## config.mk

```make
export PLATFORM = sky130hd
export DESIGN_NAME = mux8_rr_arbiter
export DESIGN_NICKNAME = d
export VERILOG_FILES = /design/src/rtl/mux8_rr_arbiter.sv
export SDC_FILE = /design/constraint.sdc
export NUM_CORES = 1
export LEC_CHECK = 0
export ABC_AREA = 1
export BUFFER_PORTS_ARGS = -buffer_cell sky130_fd_sc_hd__buf_2
export CORE_AREA = 3 3 65 67
export DETAILED_ROUTE_END_ITERATION = 6
export DIE_AREA = 0 0 68 70
export PLACE_DENSITY = 0.79
export SYNTH_ARGS = -nofsm -noshare
export SYNTH_HDL_FRONTEND = slang
export SYNTH_SLANG_ARGS = --single-unit
```

## constraint.sdc

```tcl
create_clock -name clk -period 2.95 [get_ports clk]
set_input_delay 0.4425 -clock clk [delete_from_list [all_inputs] [get_ports clk]]
set_output_delay 0.4425 -clock clk [all_outputs]
set_load 0.05 [all_outputs]
```

## src/rtl/mux8_rr_arbiter.sv

```systemverilog
// mux8_rr_arbiter: round-robin arbiter and sequencer for the shared 32-bit 8:1 mux.
// Drives a registered select and a one-hot grant, and handshakes each beat with the
// downstream consumer (out_valid/out_ready). Locked bursts are capped at MAX_BURST beats.
// Optional feature: define MUX_ARB_TIMEOUT_EN to add a stall watchdog. The watchdog
// releases a grant after TIMEOUT stalled cycles and pulses err.
module mux8_rr_arbiter #(
  parameter int unsigned MAX_BURST = 4,
  parameter int unsigned TIMEOUT   = 16
) (
  input  logic       clk,
  input  logic       rst_n,
  input  logic [7:0] req,
  input  logic [7:0] lock,
  output logic [2:0] sel,
  output logic [7:0] gnt,
  output logic       busy,
  output logic       out_valid,
  input  logic       out_ready,
  output logic [7:0] beat,
  output logic       err
);

  localparam int unsigned N_CH  = 8;
  localparam int unsigned SEL_W = 3;
  localparam int unsigned CNT_W = 8;

  typedef enum logic {
    IDLE = 1'b0,
    BUSY = 1'b1
  } state_t;

  // Elaboration-time range checks on the configuration
  if (MAX_BURST < 1 || MAX_BURST > 255) begin : g_bad_max_burst
    $error("mux8_rr_arbiter: MAX_BURST must be in 1..255");
  end
  if (TIMEOUT < 1 || TIMEOUT > 255) begin : g_bad_timeout
    $error("mux8_rr_arbiter: TIMEOUT must be in 1..255");
  end

  state_t             state_q, state_d;
  logic [SEL_W-1:0]   ptr_q, ptr_d;
  logic [CNT_W-1:0]   bcnt_q, bcnt_d;
  logic [SEL_W-1:0]   sel_d;
  logic [N_CH-1:0]    gnt_d;
  logic               busy_d;
  logic               err_d;
  logic [CNT_W:0]     bcnt_inc;
  logic               release_c;
  logic [SEL_W-1:0]   pick_c;
`ifdef MUX_ARB_TIMEOUT_EN
  logic [CNT_W-1:0]   scnt_q, scnt_d;
`endif

  // First requesting channel scanning ptr, ptr+1, ... modulo 8
  function automatic logic [SEL_W-1:0] rr_pick(input logic [N_CH-1:0] r,
                                               input logic [SEL_W-1:0] p);
    logic [SEL_W-1:0] idx;
    logic [SEL_W-1:0] pick;
    logic             found;
    pick  = p;
    found = 1'b0;
    for (int i = 0; i < int'(N_CH); i++) begin
      idx = p + SEL_W'(i);
      if (!found && r[idx]) begin
        pick  = idx;
        found = 1'b1;
      end
    end
    return pick;
  endfunction

  // Handshake outputs: valid only while the granted channel still requests
  assign out_valid = busy & req[sel];
  assign beat      = (out_valid & out_ready) ? gnt : {N_CH{1'b0}};

  assign pick_c   = rr_pick(req, ptr_q);
  assign bcnt_inc = (CNT_W+1)'(bcnt_q) + (CNT_W+1)'(1);

  // Next-state and next-output logic
  always_comb begin
    state_d   = state_q;
    ptr_d     = ptr_q;
    bcnt_d    = bcnt_q;
    sel_d     = sel;
    gnt_d     = gnt;
    err_d     = 1'b0;
    release_c = 1'b0;
`ifdef MUX_ARB_TIMEOUT_EN
    scnt_d    = scnt_q;
`endif

    case (state_q)
      IDLE: begin
        if (req != {N_CH{1'b0}}) begin
          state_d = BUSY;
          sel_d   = pick_c;
          gnt_d   = N_CH'(1) << pick_c;
          bcnt_d  = '0;
`ifdef MUX_ARB_TIMEOUT_EN
          scnt_d  = '0;
`endif
        end
      end
      BUSY: begin
        if (!req[sel]) begin
          // Withdrawn request: no beat, hand the path back
          release_c = 1'b1;
        end else if (out_ready) begin
          // Beat accepted; a held lock keeps the grant until the burst cap
          bcnt_d = bcnt_inc[CNT_W-1:0];
          if (lock[sel] && (bcnt_inc < (CNT_W+1)'(MAX_BURST))) begin
`ifdef MUX_ARB_TIMEOUT_EN
            scnt_d = '0;
`endif
          end else begin
            release_c = 1'b1;
          end
        end else begin
`ifdef MUX_ARB_TIMEOUT_EN
          // Stalled cycle: count toward the watchdog limit
          if (scnt_q == CNT_W'(TIMEOUT - 1)) begin
            release_c = 1'b1;
            err_d     = 1'b1;
          end else begin
            scnt_d = scnt_q + CNT_W'(1);
          end
`endif
        end
      end
      default: begin
        state_d = IDLE;
        gnt_d   = '0;
      end
    endcase

    if (release_c) begin
      state_d = IDLE;
      gnt_d   = '0;
      ptr_d   = sel + SEL_W'(1);
    end

    busy_d = (state_d == BUSY);
  end

  // State and registered outputs
  always_ff @(posedge clk or negedge rst_n) begin
    if (!rst_n) begin
      state_q <= IDLE;
      ptr_q   <= '0;
      bcnt_q  <= '0;
      sel     <= '0;
      gnt     <= '0;
      busy    <= 1'b0;
      err     <= 1'b0;
    end else begin
      state_q <= state_d;
      ptr_q   <= ptr_d;
      bcnt_q  <= bcnt_d;
      sel     <= sel_d;
      gnt     <= gnt_d;
      busy    <= busy_d;
      err     <= err_d;
    end
  end

`ifdef MUX_ARB_TIMEOUT_EN
  // Watchdog stall counter
  always_ff @(posedge clk or negedge rst_n) begin
    if (!rst_n) begin
      scnt_q <= '0;
    end else begin
      scnt_q <= scnt_d;
    end
  end
`endif

endmodule

```

# [Yosys cells after proc, flatten, opt, wreduce, memory -nomap -nowiden]
# Cells that the tools add are included.
[word_totals] reg_bits=23 wordCells=101
[op_classes] addsub=9 magnitude_cmp=10 eq_ne=4 shift=1 n_mux=49 bitwise_logic=3 reduce_logical=20
[ops] cell="$mux W8" n=7
[ops] cell="$lt A3 B4 Y1 const B" n=9
[ops] cell="$bmux W1 S3" n=10
[ops] cell="$mux W1" n=24
[ops] cell="$mux W3" n=7
[ops] cell="$pmux W8 S2" n=1
[ops] cell="$add A3 B3 Y3 const B" n=4
[ops] cell="$add A8 B1 Y9 const B" n=1
[ops] cell="$lt A9 B3 Y1 const B" n=1
[ops] cell="$logic_and A1 B1 Y1" n=8
[ops] cell="$reduce_bool A8 Y1" n=1
[ops] cell="$shl A1 B3 Y8 const A" n=1
[ops] cell="$logic_not A1 Y1" n=7
[ops] cell="$add A3 B1 Y3 const B" n=2
[ops] cell="$add A3 B2 Y3 const B" n=2
[ops] cell="$ne A2 B1 Y1 const B" n=2
[ops] cell="$ne A2 B2 Y1 const B" n=2
[ops] cell="$reduce_and A2 Y1" n=2
[ops] cell="$reduce_and A3 Y1" n=1
[ops] cell="$and A1 B1 Y1" n=2
[ops] cell="$reduce_bool A2 Y1" n=1
[ops] cell="$not A1 Y1" n=1

# [Depth between registers and ports, before layout]
[logic_depth] ltp_word=28 depth_mapped=20 ltp_nobuf=19

# [Worst setup path before layout]
# No wires, ideal clock.
[synth_path] kind="reg-to-output" startpoint="register sel[0]" endpoint="output port beat[0]" arrival_ns=2.831 setup_slack_ns=-0.324 stages_incl_launch_ff=12 path_buffers=1 path_cell_list="dfrtp_1 -> inv_1 -> a21oi_1 -> o21ai_0 -> nand2_1 -> nor2_1 -> a31oi_1 -> nand2_1 -> inv_1 -> nand2_1 -> clkbuf_1 -> nor2_1"
[synth_via] elab_chain_cells=5
[synth_lines] item="start, declared" line_no="14" rtl="output logic [2:0] sel,"
[synth_lines] item="start signal, assigned" line_no="159" rtl="sel <= sel_d;"
[synth_lines] item="$bmux W1 S3" line_no="73" rtl="assign out_valid = busy & req[sel];"
[synth_lines] item="$mux W1 (implied by the code)" line_no="73"
[synth_lines] item="$and A1 B1 Y1" line_no="73"
[synth_lines] item="named net out_valid" line_no="17" rtl="output logic out_valid,"
[synth_lines] item="$and A1 B1 Y1" line_no="74" rtl="assign beat = (out_valid & out_ready) ? gnt : {N_CH{1'b0}};"
[synth_lines] item="$mux W8" line_no="74"
[synth_lines] item="end, declared" line_no="19" rtl="output logic [7:0] beat,"
# The timed path passes the listed nets, and every way through them passes these cells. The select of a mux whose other input is x is not followed.

# [Worst setup path after layout]
[layout_path] startpoint="register sel[0]" endpoint="output port beat[3]"
[layout_via] elab_chain_cells=5
[layout_lines] item="$bmux W1 S3" line_no="73"
[layout_lines] item="$mux W1 (implied by the code)" line_no="73"
[layout_lines] item="$and A1 B1 Y1" line_no="73"
[layout_lines] item="$and A1 B1 Y1" line_no="74"
[layout_lines] item="$mux W8" line_no="74"
# No other way between the ends. The select of a mux whose other input is x is not followed.

==> flow_results.org <==
** Synthesis
- Number of register bits inferred by synthesis :: 23
- Synthesized Nets :: 351
- Number of warning messages in the yosys log :: 0
- Area share of and/or/nand/nor cells after synthesis :: 44.88%
- After synthesis, the netlist uses 31 different library cells.
- Cell area after technology mapping :: 2054 um2
- For this run, the register share of the synthesized area comes to 28.01%.
- Gate Count Post-Synth :: 328
- Combinational family with the most area after synthesis :: simple AND/OR/NAND/NOR gates
- Measured against the total synthesized area, the mux share comes to 0%.
- Synth Area in Compound Gates :: 12.06%
- Xor/xnor share of the synthesized area :: 3.410%
- Adder-cell share of the synthesized area :: 2.436%
- After synthesis, the mean cell area works out to 6.264 um2.

** Worst setup path
- Crit path max-delay family :: buffers and inverters
- Standard cell with the maximum stage delay on the critical path :: sky130_fd_sc_hd__dfrtp_1
- Among the stages of the critical path, the cell type that occurs most often is sky130_fd_sc_hd__nand2_1.
- The signal on the critical path passes through buf_4, a21oi_1, o21ai_0, nand2_1, nor2_1, a31oi_1, nand2_1, clkinvlp_4, nand2_1, buf_4, nor2_4, buf_2.
- By startpoint and endpoint, the worst setup path is classified as flop to output port.
- Counting both buffers and inverters, the worst setup path holds a total of 4.
- Worst endpoint required time :: 2510 ps
- The worst setup path is captured at an output port.
- Maximum net fanout on the critical path :: 13
- For this run, the slowest stage of the critical path takes 430 ps.
- Data arrival time of the critical path :: 2350 ps
- Kind of start point of the critical path :: flop
- Counting buffers and inverters, the worst setup path is 12 cells deep.
- Number of cells on the worst reg-to-reg path :: 17

** Timing
- Final period demand of the worst path :: 2790 ps
- Transition time of the tightest slew-check pin :: 651.0 ps
- Static timing analysis puts the maximum clock frequency at 358.5 MHz.
- Final number of setup-violating endpoints :: 0
- Setup total negative slack on the finished layout was measured at 0 ps.
- Slew Viols, Final :: 0
- Final clock period utilization by the worst path :: 94.57%
- RSZ-0062 raised after global routing :: false
- Measured against its own limit, the worst slew margin works out to 56.14%.
- The final count of hold timing violations came to 0.
- Setup Skew :: 6.417 ps

** GRT
- Across every metal layer, demand over resource in global routing totals 22.23%.
- The initial antenna violation count was 0.
- The first global-routing pass estimated 8556 um of wire.
- Largest net degree at the start of global routing :: 24
- Summed over all layers, the global routing overflow is 0.
- The via count of the first global-routing pass is 1945.

** Clock tree
- No sink is reached through more buffers than the 2 on the longest clock path.
- TritonCTS built the clock tree.
- Count of H-tree levels built during CTS :: 1
- The root buffer cell chosen for the clock tree is sky130_fd_sc_hd__clkbuf_8.
- Latest clock arrival within the worst-skew pair :: 260 ps
- Clock transition at the register clock pins on the worst setup and hold paths after CTS :: 90 ps
- Clock tree synthesis inserted a total of 3 buffers.
- In this run, post-CTS hold repair placed 0 buffers.
- The clock drives 23 sinks.

** Floorplanning
- Die Span X :: 68 um
- Initial core utilization :: 55.70%
- 41 I/O pins were placed.
- Total number of placement rows :: 22
- After floorplanning, the core was sized to cover 3689 um2.
- The die covers 4760 um2.
- The die is 70 um tall.

** Detailed routing
- Wire length after detailed routing :: 5099 um
- For this block, the initial DRC count from the detailed router was 176.
- Using the TritonRoute via totals, the vias-per-cell ratio works out to 5.387.
- Total via count after detailed routing :: 2241
- In the routed design, unresolved DRC markers number 0.
- WL/cell :: 12.26 um
- In this run the remaining antenna-violating nets after routing total 0.
- Before antenna repair, the detailed router went through 5 iterations.

** Worst hold path
- The tightest min-delay check is of the input pin to async pin type.

** Cells and area
- Most frequent cells in the layout :: sky130_fd_sc_hd__nand2_1, sky130_fd_sc_hd__nand3_1, sky130_fd_sc_hd__buf_2
- Diode count :: 0
- Final #Nets :: 392
- Share of post-route cells with drive strength above 1 :: 20.92%
- Most frequent standard cell in the layout excluding fill and tap cells :: sky130_fd_sc_hd__nand2_1
- After routing the design area is 2406 um2.
- Growth of design area from synthesis to finish :: 17.11%

** Placed design
- Number of port buffers :: 39
- Routability-driven placement congestion ratio :: 0.8775
- Total cell area at the placement stage :: 2357 um2
- Sum of net half-perimeters after detailed placement :: 4075 um

** Outcome
- The flow ran to the end, and the final reports show no timing, DRC or antenna violations.

** Flow run
- The tool flagged a number of max-cap violations equal to 0.
==> cells in the mapped netlist <==
cell type,instances,area (um2)
sky130_fd_sc_hd__inv_2,4,15.01
sky130_fd_sc_hd__nand2_2,6,37.54
sky130_fd_sc_hd__dfrtp_1,23,575.6
sky130_fd_sc_hd__inv_1,35,131.4
sky130_fd_sc_hd__nand3_2,2,20.02
sky130_fd_sc_hd__or2_2,1,6.260
sky130_fd_sc_hd__ha_1,4,50.05
sky130_fd_sc_hd__o21bai_1,4,30.03
sky130_fd_sc_hd__a32o_1,2,20.02
sky130_fd_sc_hd__xnor2_1,4,35.03
sky130_fd_sc_hd__clkbuf_1,2,7.510
sky130_fd_sc_hd__nor2_2,2,12.51
sky130_fd_sc_hd__nor2_1,29,108.9
sky130_fd_sc_hd__o22ai_1,3,18.77
sky130_fd_sc_hd__nand3_4,1,17.52
sky130_fd_sc_hd__nand2_1,106,397.9
sky130_fd_sc_hd__buf_2,1,5.000
sky130_fd_sc_hd__buf_6,1,11.26
sky130_fd_sc_hd__xor2_1,4,35.03
sky130_fd_sc_hd__o21ai_0,21,105.1
sky130_fd_sc_hd__nor3_4,1,16.27
sky130_fd_sc_hd__nor2_8,1,20.02
sky130_fd_sc_hd__o31ai_1,1,7.510
sky130_fd_sc_hd__a31oi_1,1,6.260
sky130_fd_sc_hd__nand3_1,46,230.2
sky130_fd_sc_hd__o21ai_1,3,15.01
sky130_fd_sc_hd__buf_4,2,15.01
sky130_fd_sc_hd__nand2_4,1,11.26
sky130_fd_sc_hd__nand4_1,7,43.79
sky130_fd_sc_hd__a21oi_1,9,45.04
sky130_fd_sc_hd__conb_1,1,3.750
==> routing by layer <==
metal | global-route usage (%) | vias up | wire length (um)
li1 | - | 1147 | -
met3 | 4.180 | 4 | 361
met1 | 31.64 | 1013 | 2304
met2 | 35.33 | 77 | 2401
met5 | 0 | - | 0
met4 | 3.091 | 0 | 31
==> area by class of cell <==
class                           instances  area [um2]
Tap cell                               48       60.06
Inverter                               39       150.1
Multi-Input combinational cell        260        1354
Clock buffer                            3       41.29
Timing Repair Buffer                   42       217.7
Sequential cell                        23       578.1
Clock inverter                          1       5.005
Fill cell                             339        1282
==> final timing paths <==
| kind | from | end | slack, ps |
|---|---|---|---|
| hold / removal | rst_n | bcnt_q[5] | 130 |
| setup / recovery | sel[0] | beat[3] | 160 |
| setup reg to reg | ptr_q[1] | gnt[3] | 320 |
| max in group asynchronous | rst_n | sel[1] | 2460 |
| min in group clk | out_ready | bcnt_q[5] | 480 |
| hold reg to reg | gnt[0] | gnt[0] | 530 |
==> kinds of logic after synthesis <==
group                      after synthesis
other                                    1
DFF                                     23
xor gates and xnor gates                 8
and+or+nand+nor                        203
buffers and inverters                   45
adders and majority gates                4
AOI/OAI and AO/OA                       44
==> state kept, by name, indices dropped and copies added (netlist names) <==
name     flops
state_q      1
sel          3
ptr_q        3
bcnt_q       8
gnt          8
==> timing repair <==
item                       CTS  global route
resized for setup            0             3
setup endpoints to repair    0            17
buffers inserted             0             0
==> metrics by stage <==
stage	hold WS (ps)	std cells	worst slack, ps	utilization (%)
after detailed placement	442.0	412	272.5	63.91
after global placement	437.3	412	303.2	63.91
after CTS	151.1	416	109.2	65.16
after global routing	168.0	416	36.53	65.23
final	125.3	416	160.3	65.23
after floorplan	146.9	328	43.72	-
Power is left out: the tool's default activity adds up to more than one toggle a clock period on the data nets, which glitch-free logic cannot reach.
